### config.mk
export PLATFORM = sky130hd
export DESIGN_NAME = bitser_add_arb
export DESIGN_NICKNAME = d
export VERILOG_FILES = /design/src/rtl/bitser_add_pkg.sv /design/src/rtl/bitser_fa.sv /design/src/rtl/bitser_add_arb.sv
export SDC_FILE = /design/constraint.sdc
export NUM_CORES = 1
export LEC_CHECK = 0
export BUFFER_PORTS_ARGS = -buffer_cell sky130_fd_sc_hd__buf_2
export CAP_MARGIN = 15
export CORE_ASPECT_RATIO = 2
export CORE_MARGIN = 4
export CORE_UTILIZATION = 51
export DETAILED_ROUTE_END_ITERATION = 8
export PLACE_DENSITY = 0.78
export RECOVER_POWER = 25
export SYNTH_ARGS = -nofsm -noshare
export SYNTH_HDL_FRONTEND = slang
export SYNTH_SLANG_ARGS = --single-unit
### constraint.sdc
create_clock -name clk -period 2.9 [get_ports clk]
set_input_delay 0.58 -clock clk [delete_from_list [all_inputs] [get_ports clk]]
set_output_delay 0.58 -clock clk [all_outputs]
set_load 0.005 [all_outputs]
### src/rtl/bitser_add_pkg.sv
// Shared types and constants for the bit-serial add scheduler.
package bitser_add_pkg;

  // Number of requesters competing for the shared adder cell.
  localparam int NUM_REQ = 2;

  // Identifies which requester owns an operation.
  typedef logic [$clog2(NUM_REQ)-1:0] req_id_t;

  // Scheduler states: waiting for a request, adding bits, and holding the result.
  typedef enum logic [1:0] {
    IDLE = 2'd0,
    RUN  = 2'd1,
    DONE = 2'd2
  } state_t;

endpackage

### src/rtl/bitser_fa.sv
// Combinational 1-bit full adder: the single arithmetic cell shared by all requesters.
module bitser_fa (
  input  logic a,
  input  logic b,
  input  logic c,
  output logic sum,
  output logic cout
);

  // Sum is the parity of the inputs; carry is their majority.
  always_comb begin
    sum  = a ^ b ^ c;
    cout = (a & b) | (a & c) | (b & c);
  end

endmodule

### src/rtl/bitser_add_arb.sv
// Bit-serial add scheduler: round-robin arbitration between two requesters for one
// shared full-adder cell. Operands are added LSB-first over WIDTH cycles with the carry
// kept in a flop, and the result is returned on a valid/ready port tagged with the owner.
// Optional feature: define BITSER_ADD_ARB_OVF_EN to add the rsp_ovf signed-overflow output.
module bitser_add_arb
  import bitser_add_pkg::*;
#(
  parameter int WIDTH = 8
) (
  input  logic             clk,
  input  logic             reset,
  input  logic             req0_valid,
  output logic             req0_ready,
  input  logic [WIDTH-1:0] req0_a,
  input  logic [WIDTH-1:0] req0_b,
  input  logic             req0_cin,
  input  logic             req1_valid,
  output logic             req1_ready,
  input  logic [WIDTH-1:0] req1_a,
  input  logic [WIDTH-1:0] req1_b,
  input  logic             req1_cin,
  output logic             rsp_valid,
  input  logic             rsp_ready,
  output logic [WIDTH-1:0] rsp_sum,
  output logic             rsp_cout,
  output logic             rsp_id
`ifdef BITSER_ADD_ARB_OVF_EN
  ,
  output logic             rsp_ovf
`endif
);

  localparam int CNT_W = $clog2(WIDTH + 1);

  state_t           state_q, state_d;
  logic [WIDTH-1:0] a_q, a_d;
  logic [WIDTH-1:0] b_q, b_d;
  logic [WIDTH-1:0] res_q, res_d;
  logic             carry_q, carry_d;
  logic [CNT_W-1:0] cnt_q, cnt_d;
  req_id_t          id_q, id_d;
  req_id_t          last_grant_q, last_grant_d;
`ifdef BITSER_ADD_ARB_OVF_EN
  logic             ovf_q, ovf_d;
`endif

  req_id_t          grant_id;
  logic             grant_any;
  logic [WIDTH-1:0] bit_mask;
  logic             a_bit, b_bit;
  logic             fa_sum, fa_cout;

  // Round-robin pick: when both ask, the requester not served last wins.
  always_comb begin
    grant_id  = '0;
    grant_any = req0_valid | req1_valid;
    if (req0_valid && req1_valid) begin
      grant_id = ~last_grant_q;
    end else if (req1_valid) begin
      grant_id = 1'b1;
    end
  end

  assign req0_ready = (state_q == IDLE) && grant_any && (grant_id == 1'b0);
  assign req1_ready = (state_q == IDLE) && grant_any && (grant_id == 1'b1);

  // Select the operand bits addressed by the counter; a one-hot mask avoids
  // indexing with a counter that is wider than the bit-position range.
  always_comb begin
    bit_mask = WIDTH'(1'b1) << cnt_q;
    a_bit    = |(a_q & bit_mask);
    b_bit    = |(b_q & bit_mask);
  end

  bitser_fa u_fa (
    .a    (a_bit),
    .b    (b_bit),
    .c    (carry_q),
    .sum  (fa_sum),
    .cout (fa_cout)
  );

  // Next-state logic: accept in IDLE, one bit per cycle in RUN, hold in DONE.
  always_comb begin
    state_d      = state_q;
    a_d          = a_q;
    b_d          = b_q;
    res_d        = res_q;
    carry_d      = carry_q;
    cnt_d        = cnt_q;
    id_d         = id_q;
    last_grant_d = last_grant_q;
`ifdef BITSER_ADD_ARB_OVF_EN
    ovf_d        = ovf_q;
`endif
    case (state_q)
      IDLE: begin
        if (grant_any) begin
          if (grant_id == 1'b1) begin
            a_d     = req1_a;
            b_d     = req1_b;
            carry_d = req1_cin;
          end else begin
            a_d     = req0_a;
            b_d     = req0_b;
            carry_d = req0_cin;
          end
          res_d        = '0;
          cnt_d        = '0;
          id_d         = grant_id;
          last_grant_d = grant_id;
`ifdef BITSER_ADD_ARB_OVF_EN
          ovf_d        = 1'b0;
`endif
          state_d      = RUN;
        end
      end
      RUN: begin
        res_d   = fa_sum ? (res_q | bit_mask) : (res_q & ~bit_mask);
        carry_d = fa_cout;
        cnt_d   = cnt_q + CNT_W'(1);
        if (cnt_q == CNT_W'(WIDTH - 1)) begin
`ifdef BITSER_ADD_ARB_OVF_EN
          ovf_d = carry_q ^ fa_cout;
`endif
          state_d = DONE;
        end
      end
      DONE: begin
        if (rsp_ready) begin
          state_d = IDLE;
        end
      end
      default: begin
        state_d = IDLE;
      end
    endcase
  end

  // State and datapath registers; reset drops any operation and favours req0 next.
  always_ff @(posedge clk or posedge reset) begin
    if (reset) begin
      state_q      <= IDLE;
      a_q          <= '0;
      b_q          <= '0;
      res_q        <= '0;
      carry_q      <= 1'b0;
      cnt_q        <= '0;
      id_q         <= '0;
      last_grant_q <= 1'b1;
`ifdef BITSER_ADD_ARB_OVF_EN
      ovf_q        <= 1'b0;
`endif
    end else begin
      state_q      <= state_d;
      a_q          <= a_d;
      b_q          <= b_d;
      res_q        <= res_d;
      carry_q      <= carry_d;
      cnt_q        <= cnt_d;
      id_q         <= id_d;
      last_grant_q <= last_grant_d;
`ifdef BITSER_ADD_ARB_OVF_EN
      ovf_q        <= ovf_d;
`endif
    end
  end

  assign rsp_valid = (state_q == DONE);
  assign rsp_sum   = res_q;
  assign rsp_cout  = carry_q;
  assign rsp_id    = id_q;
`ifdef BITSER_ADD_ARB_OVF_EN
  assign rsp_ovf   = ovf_q;
`endif

endmodule

* Yosys cells after proc, flatten, opt, wreduce, memory -nomap -nowiden
Cells that the tools add are included.
** Storage, ports and cells
- Register bits :: 33
- Logic and storage cells :: 58
- Output and inout bits :: 13
- Bits of input ports :: 39
** Operators by class
- Reduce and logical (&&, ||, !) cells :: 11
- Bitwise logic cells :: 15
- Shift operators :: 1
- Equal/unequal tests :: 6
- Mux-type cells :: 16
- Add/subtract/negate cells :: 1
** Operators with widths (count)
- $mux W8 :: 4
- $and A8 B8 Y8 :: 3
- $pmux W8 S2 :: 1
- $reduce_or A8 Y1 :: 2
- $not A8 Y8 :: 1
- $or A8 B8 Y8 :: 1
- $pmux W4 S2 :: 1
- $shl A1 B4 Y8 const A :: 1
- $mux W2 :: 3
- $pmux W2 S3 :: 1
- $add A4 B1 Y4 const B :: 1
- $eq A4 B3 Y1 const B :: 1
- $logic_and A1 B1 Y1 :: 4
- $mux W1 :: 4
- $mux W4 :: 1
- $ne A2 B2 Y1 const B :: 2
- $reduce_and A2 Y1 :: 2
- $and A1 B1 Y1 :: 3
- $or A1 B1 Y1 :: 3
- $reduce_and A3 Y1 :: 1
- $eq A2 B1 Y1 const B :: 1
- $eq A2 B2 Y1 const B :: 1
- $logic_not A2 Y1 :: 1
- $ne A2 B1 Y1 const B :: 1
- other kinds (4) :: 6

* Logic depth before layout (Yosys ltp)
- Word-level depth :: 7
- Mapped depth :: 8
- Depth with buffers taken out :: 8

* Modules after synthesis
From an unflattened synthesis, not the netlist that was laid out.
** Second synthesis, totals
- Cells, all modules :: 153
- Area total of the unflattened synthesis :: 1656.6 sq um
** By module, submodules not included
- bitser_add_arb :: sequential area each 827.0 sq um, instances 1, cells an instance 152, area an instance 1636.6 sq um
- bitser_fa :: sequential area each 0.0 sq um, instances 1, cells an instance 1, area an instance 20.0 sq um

* Worst setup path before layout
OpenSTA, ideal clock, no wires.
- Kind :: register to register
- From :: register cnt_q[0]
- To :: register res_q[4], in the netlist rsp_sum[4]
- Stages on the path, launching flop included :: 8
- Setup slack :: 0.819 ns
- Library setup time :: 0.082 ns
- Data required time :: 2.818 ns
- Arrival :: 1.999 ns
- Path buffers :: 0
- Clock period less this slack :: 2.081 ns
- Cells stage by stage :: dfrtp_1 -> ha_1 -> ha_1 -> a222oi_1 -> a21oi_1 -> fa_1 -> nand2_1 -> o22ai_1
** Between the ends
- Longest elaborated chain between the ends :: 7
- Elaborated cells between the ends (all ways) :: 12
- Those cells by class :: shift: 1; mux: 2; bitwise: 7; reduce/logical: 2
** RTL lines
- start: declaration :: RTL line bitser_add_arb.sv:40 : logic [CNT_W-1:0] cnt_q, cnt_d;
- start signal: assignment :: RTL line bitser_add_arb.sv:160 : cnt_q <= cnt_d;
- $shl A1 B4 Y8 * :: RTL line bitser_add_arb.sv:70 : bit_mask = WIDTH'(1'b1) << cnt_q;
- $and A8 B8 Y8 (on tied branches) :: RTL line bitser_add_arb.sv:71, bitser_add_arb.sv:72
- $reduce_or A8 Y1 (on tied branches) :: RTL line bitser_add_arb.sv:71, bitser_add_arb.sv:72
- $xor A1 B1 Y1 (2 in series) :: RTL line bitser_fa.sv:12 : sum = a ^ b ^ c;
- $mux W8 * :: RTL line bitser_add_arb.sv:119 : res_d = fa_sum ? (res_q | bit_mask) : (res_q & ~bit_mask);
- $pmux W8 S2 * :: RTL line bitser_add_arb.sv:96 : case (state_q)
- end signal: assignment :: RTL line bitser_add_arb.sv:158 : res_q <= res_d;
- end: declaration :: RTL line bitser_add_arb.sv:38 : logic [WIDTH-1:0] res_q, res_d;
Every way passes the cells marked *; elsewhere a longest branch is shown, timed or not.
A chain may end at the register's enable or synchronous reset.

* Final worst setup path
- From :: register cnt_q[2]
- To :: register res_q[4], in the netlist rsp_sum[4]
The elaborated chain is that of the path after synthesis.

==> impl_metrics.xml <==
<?xml version="1.0" encoding="UTF-8"?>
<metrics>
  <group name="routing">
    <metric name="remaining_drc_errors" unit="">0</metric>
    <metric name="dr.pass1.iters" unit="">4</metric>
    <metric name="post_detailed_route_wirelength_per_cell" unit="um">17.6</metric>
    <metric name="detail_route.iter0.violations" unit="">59</metric>
    <metric name="vias" unit="">1577</metric>
    <metric name="routed_wl" unit="um">4640</metric>
    <metric name="antenna_violating_nets_post_route" unit="">0</metric>
    <metric name="avgViaCountPerCell" unit="">6.00</metric>
  </group>
  <group name="logic_synthesis">
    <metric name="yosys-top-cells-count" unit="">dfrtp_1 (32), a221o_1 (18), a21boi_0 (15)</metric>
    <metric name="synth_top_flop_cell" unit="">dfrtp_1</metric>
    <metric name="syn_area_per_cell" unit="sq um">10.9</metric>
    <metric name="ys_ff_latch" unit="">33</metric>
    <metric name="synth_enable_flop_cells" unit="">0</metric>
    <metric name="synthMostInstantiatedCell" unit="">dfrtp_1</metric>
    <metric name="yosysWarningCount" unit="">0</metric>
    <metric name="syn-cell-area" unit="sq um">1830</metric>
    <metric name="yosys-top-cells-area" unit="">dfrtp_1 (44%), a221o_1 (9.9%), a21boi_0 (6.2%)</metric>
    <metric name="ys_async_sr_fraction" unit="%">100</metric>
    <metric name="synth.yosys.seq_area_share" unit="%">45.3</metric>
    <metric name="syn_nets" unit="">213</metric>
    <metric name="post_synthesis_cells" unit="">167</metric>
    <metric name="synth_unique_cells" unit="">44</metric>
    <metric name="yosysTopAreaCellShare" unit="%">43.8</metric>
    <metric name="post-synth-top-area-cell" unit="">dfrtp_1</metric>
  </group>
  <group name="finish">
    <metric name="post_route_cells_drive_above_1_share" unit="%">30.2</metric>
    <metric name="diodes" unit="">0</metric>
    <metric name="area.growth.synth_to_final" unit="%">17.5</metric>
    <metric name="final_net_count" unit="">260</metric>
    <metric name="filler_cell_count" unit="">282</metric>
  </group>
  <group name="global_routing">
    <metric name="grt_antenna_before_repair" unit="">0</metric>
    <metric name="grt_first_pass_wirelength" unit="um">7750</metric>
    <metric name="global_route.overflow_total" unit="">0</metric>
    <metric name="via_count_of_the_first_global_routing_pass" unit="">1676</metric>
    <metric name="grt_util_all_layers" unit="%">21.6</metric>
    <metric name="grt_max_degree" unit="">34</metric>
  </group>
  <group name="flow_run">
    <metric name="max-cap-violations" unit="">1</metric>
  </group>
  <group name="clocking">
    <metric name="clock_tree.htree_level_count" unit="">2</metric>
    <metric name="cts_hold_repair.buffers" unit="">0</metric>
    <metric name="clkLatencyLatePin" unit="ps">290</metric>
    <metric name="cts.repair_timing.setup_buffer_count" unit="">0</metric>
    <metric name="post_cts_resized" unit="">0</metric>
    <metric name="clkTransAtPathRegs" unit="ps">70</metric>
    <metric name="clock_tree.root_cell" unit="">clkbuf_8</metric>
    <metric name="number_of_buffers_added_by_the_clock_tree_synthesis_step" unit="">5</metric>
    <metric name="clkSinkCount" unit="">33</metric>
    <metric name="cts_tree" unit="">yes</metric>
    <metric name="max-clock-path-buffers" unit="">2</metric>
  </group>
  <group name="worst_setup_path">
    <metric name="regToRegStartpoint" unit="">cnt_q[2]</metric>
    <metric name="path_class" unit="">reg -&gt; reg</metric>
    <metric name="crit_path_end_kind" unit="">flop</metric>
    <metric name="r2r_slack" unit="ps">580</metric>
    <metric name="worst_ep_arrival_time" unit="ps">2530</metric>
    <metric name="critical_path.reg2reg.endpoint" unit="">rsp_sum[4]</metric>
    <metric name="crit_path_start_kind" unit="">flop</metric>
    <metric name="worstPathRequired" unit="ps">3100</metric>
    <metric name="worstRegToRegCells" unit="">7</metric>
    <metric name="biggest_fanout_along_the_worst_timing_path" unit="">12</metric>
  </group>
  <group name="placement">
    <metric name="place_congestion" unit="">0.918</metric>
    <metric name="port-buffer-count" unit="">51</metric>
    <metric name="post-dp-hpwl" unit="um">3500</metric>
  </group>
  <group name="pwr">
    <metric name="p_leak" unit="uW">0.00108</metric>
    <metric name="p_total" unit="uW">2250</metric>
    <metric name="max-vdd-ir-drop" unit="V">0.000624</metric>
    <metric name="pwrdens" unit="nW/um^2">1050</metric>
  </group>
  <group name="floorplan">
    <metric name="die_width" unit="um">50.3</metric>
    <metric name="core-area" unit="sq um">3420</metric>
    <metric name="placement_rows" unit="">30</metric>
    <metric name="die_height" unit="um">92.6</metric>
    <metric name="io_pins" unit="">52</metric>
    <metric name="initial_utilization" unit="%">53.5</metric>
    <metric name="floorplan_die_area" unit="sq um">4660</metric>
  </group>
  <group name="timing">
    <metric name="total_negative_setup_slack" unit="ps">0</metric>
    <metric name="finalHoldViolCount" unit="">0</metric>
    <metric name="fmaxAchievable" unit="MHz">430</metric>
    <metric name="finalWorstPathRequiredPeriod" unit="ps">2320</metric>
    <metric name="slew-limit-headroom" unit="%">-13.8</metric>
    <metric name="report.final.slew_viol_count" unit="">34</metric>
    <metric name="grt_setup_unrepaired" unit="">false</metric>
    <metric name="period_share" unit="%">80.2</metric>
    <metric name="finalSetupViolations" unit="">0</metric>
    <metric name="clock_skew" unit="ps">10.8</metric>
    <metric name="worstMarginPinSlew" unit="ps">1710</metric>
  </group>
  <group name="min_path">
    <metric name="worst_hold_path.endpoint" unit="">rsp_id</metric>
    <metric name="hp-class" unit="">reg -&gt; reg</metric>
    <metric name="hold_path_startpoint" unit="">rsp_id</metric>
    <metric name="min_path_cells" unit="">1</metric>
  </group>
  <group name="outcome">
    <metric name="result_of_the_run" unit="">finished, violations left</metric>
    <metric name="violations" unit="">max-capacitance violations, max-slew violations</metric>
  </group>
</metrics>
[area by class of cell]
type                    count  area [sq um]  share of cell area, %
clock buffers               8          90.1                   4.20
inverters                   9          33.8                   1.57
multi-input cells         111           861                   40.1
flip-flops and latches     33           827                   38.5
well taps                  48          60.1                   2.80
repair buffers             54           274                   12.8
[flip-flops by register name, indices dropped and copies added (netlist names)]
register	count
last_grant_q	1
a_q	8
rsp_cout	1
state_q	2
cnt_q	4
b_q	8
rsp_id	1
rsp_sum	8
[routing by layer]
metal	wire (um)	GRT usage (%)
met5	0	0
met4	255	13.3
met3	295	5.64
met2	2450	36.8
met1	1630	23.0
[layout by cell type, fill, tap and decap left out, types with 6 or more instances in the layout]
cell and count:
ha_1 6, a21boi_0 15, buf_2 51, o21ai_0 12, clkbuf_8 6, inv_1 9
mux2i_1 8, a221o_1 18, dfrtp_1 32, nand2_1 8
[stage by stage]
step / util [%] / area, sq um / cells / hold slack (ps) / setup slack, ps
2_1_floorplan: - / 1830 / 167 / 473 / 819
3_3_place_gp: 60.3 / 2060 / 255 / 457 / 722
3_5_place_dp: 60.3 / 2060 / 255 / 477 / 622
4_1_cts: 62.9 / 2150 / 263 / 381 / 589
5_1_grt: 62.8 / 2150 / 263 / 510 / 330
6_report: 62.8 / 2150 / 263 / 491 / 575
[cells by family (layout without fill, tap and decap cells)]
family	after synthesis	count (layout)	synth area share (%)
fa+ha+maj	7	7	5.21
compound gates	64	64	27.1
buf+inv	23	71	7.60
simple gates	30	30	9.25
mux	10	10	5.62
flops	33	33	45.3
[critical path, cell delays in order, from the launching register on]
cell	delay, ps
dfrtp_1	570
inv_1	130
ha_1	250
a222oi_1	330
a21oi_1	140
fa_1	530
nand2_1	80
o22ai_1	200
[worst max-delay path by stage]
stage	from	to	slack, ps	cells past startpoint
6_report	cnt_q[2]	rsp_sum[4]	580	7
5_1_grt	cnt_q[2]	rsp_sum[4]	330	7
4_1_cts	cnt_q[2]	rsp_sum[4]	590	7
3_5_place_dp	cnt_q[2]	rsp_sum[4]	620	7
3_3_place_gp	cnt_q[0]	rsp_sum[2]	720	7
2_1_floorplan	cnt_q[0]	rsp_sum[4]	820	7
[power by group]
part	internal, uW	switching, uW
Combinational	496	550
Sequential	664	181
Clock	193	162
Total	1350	894
(Power assumes the default switching activity.)
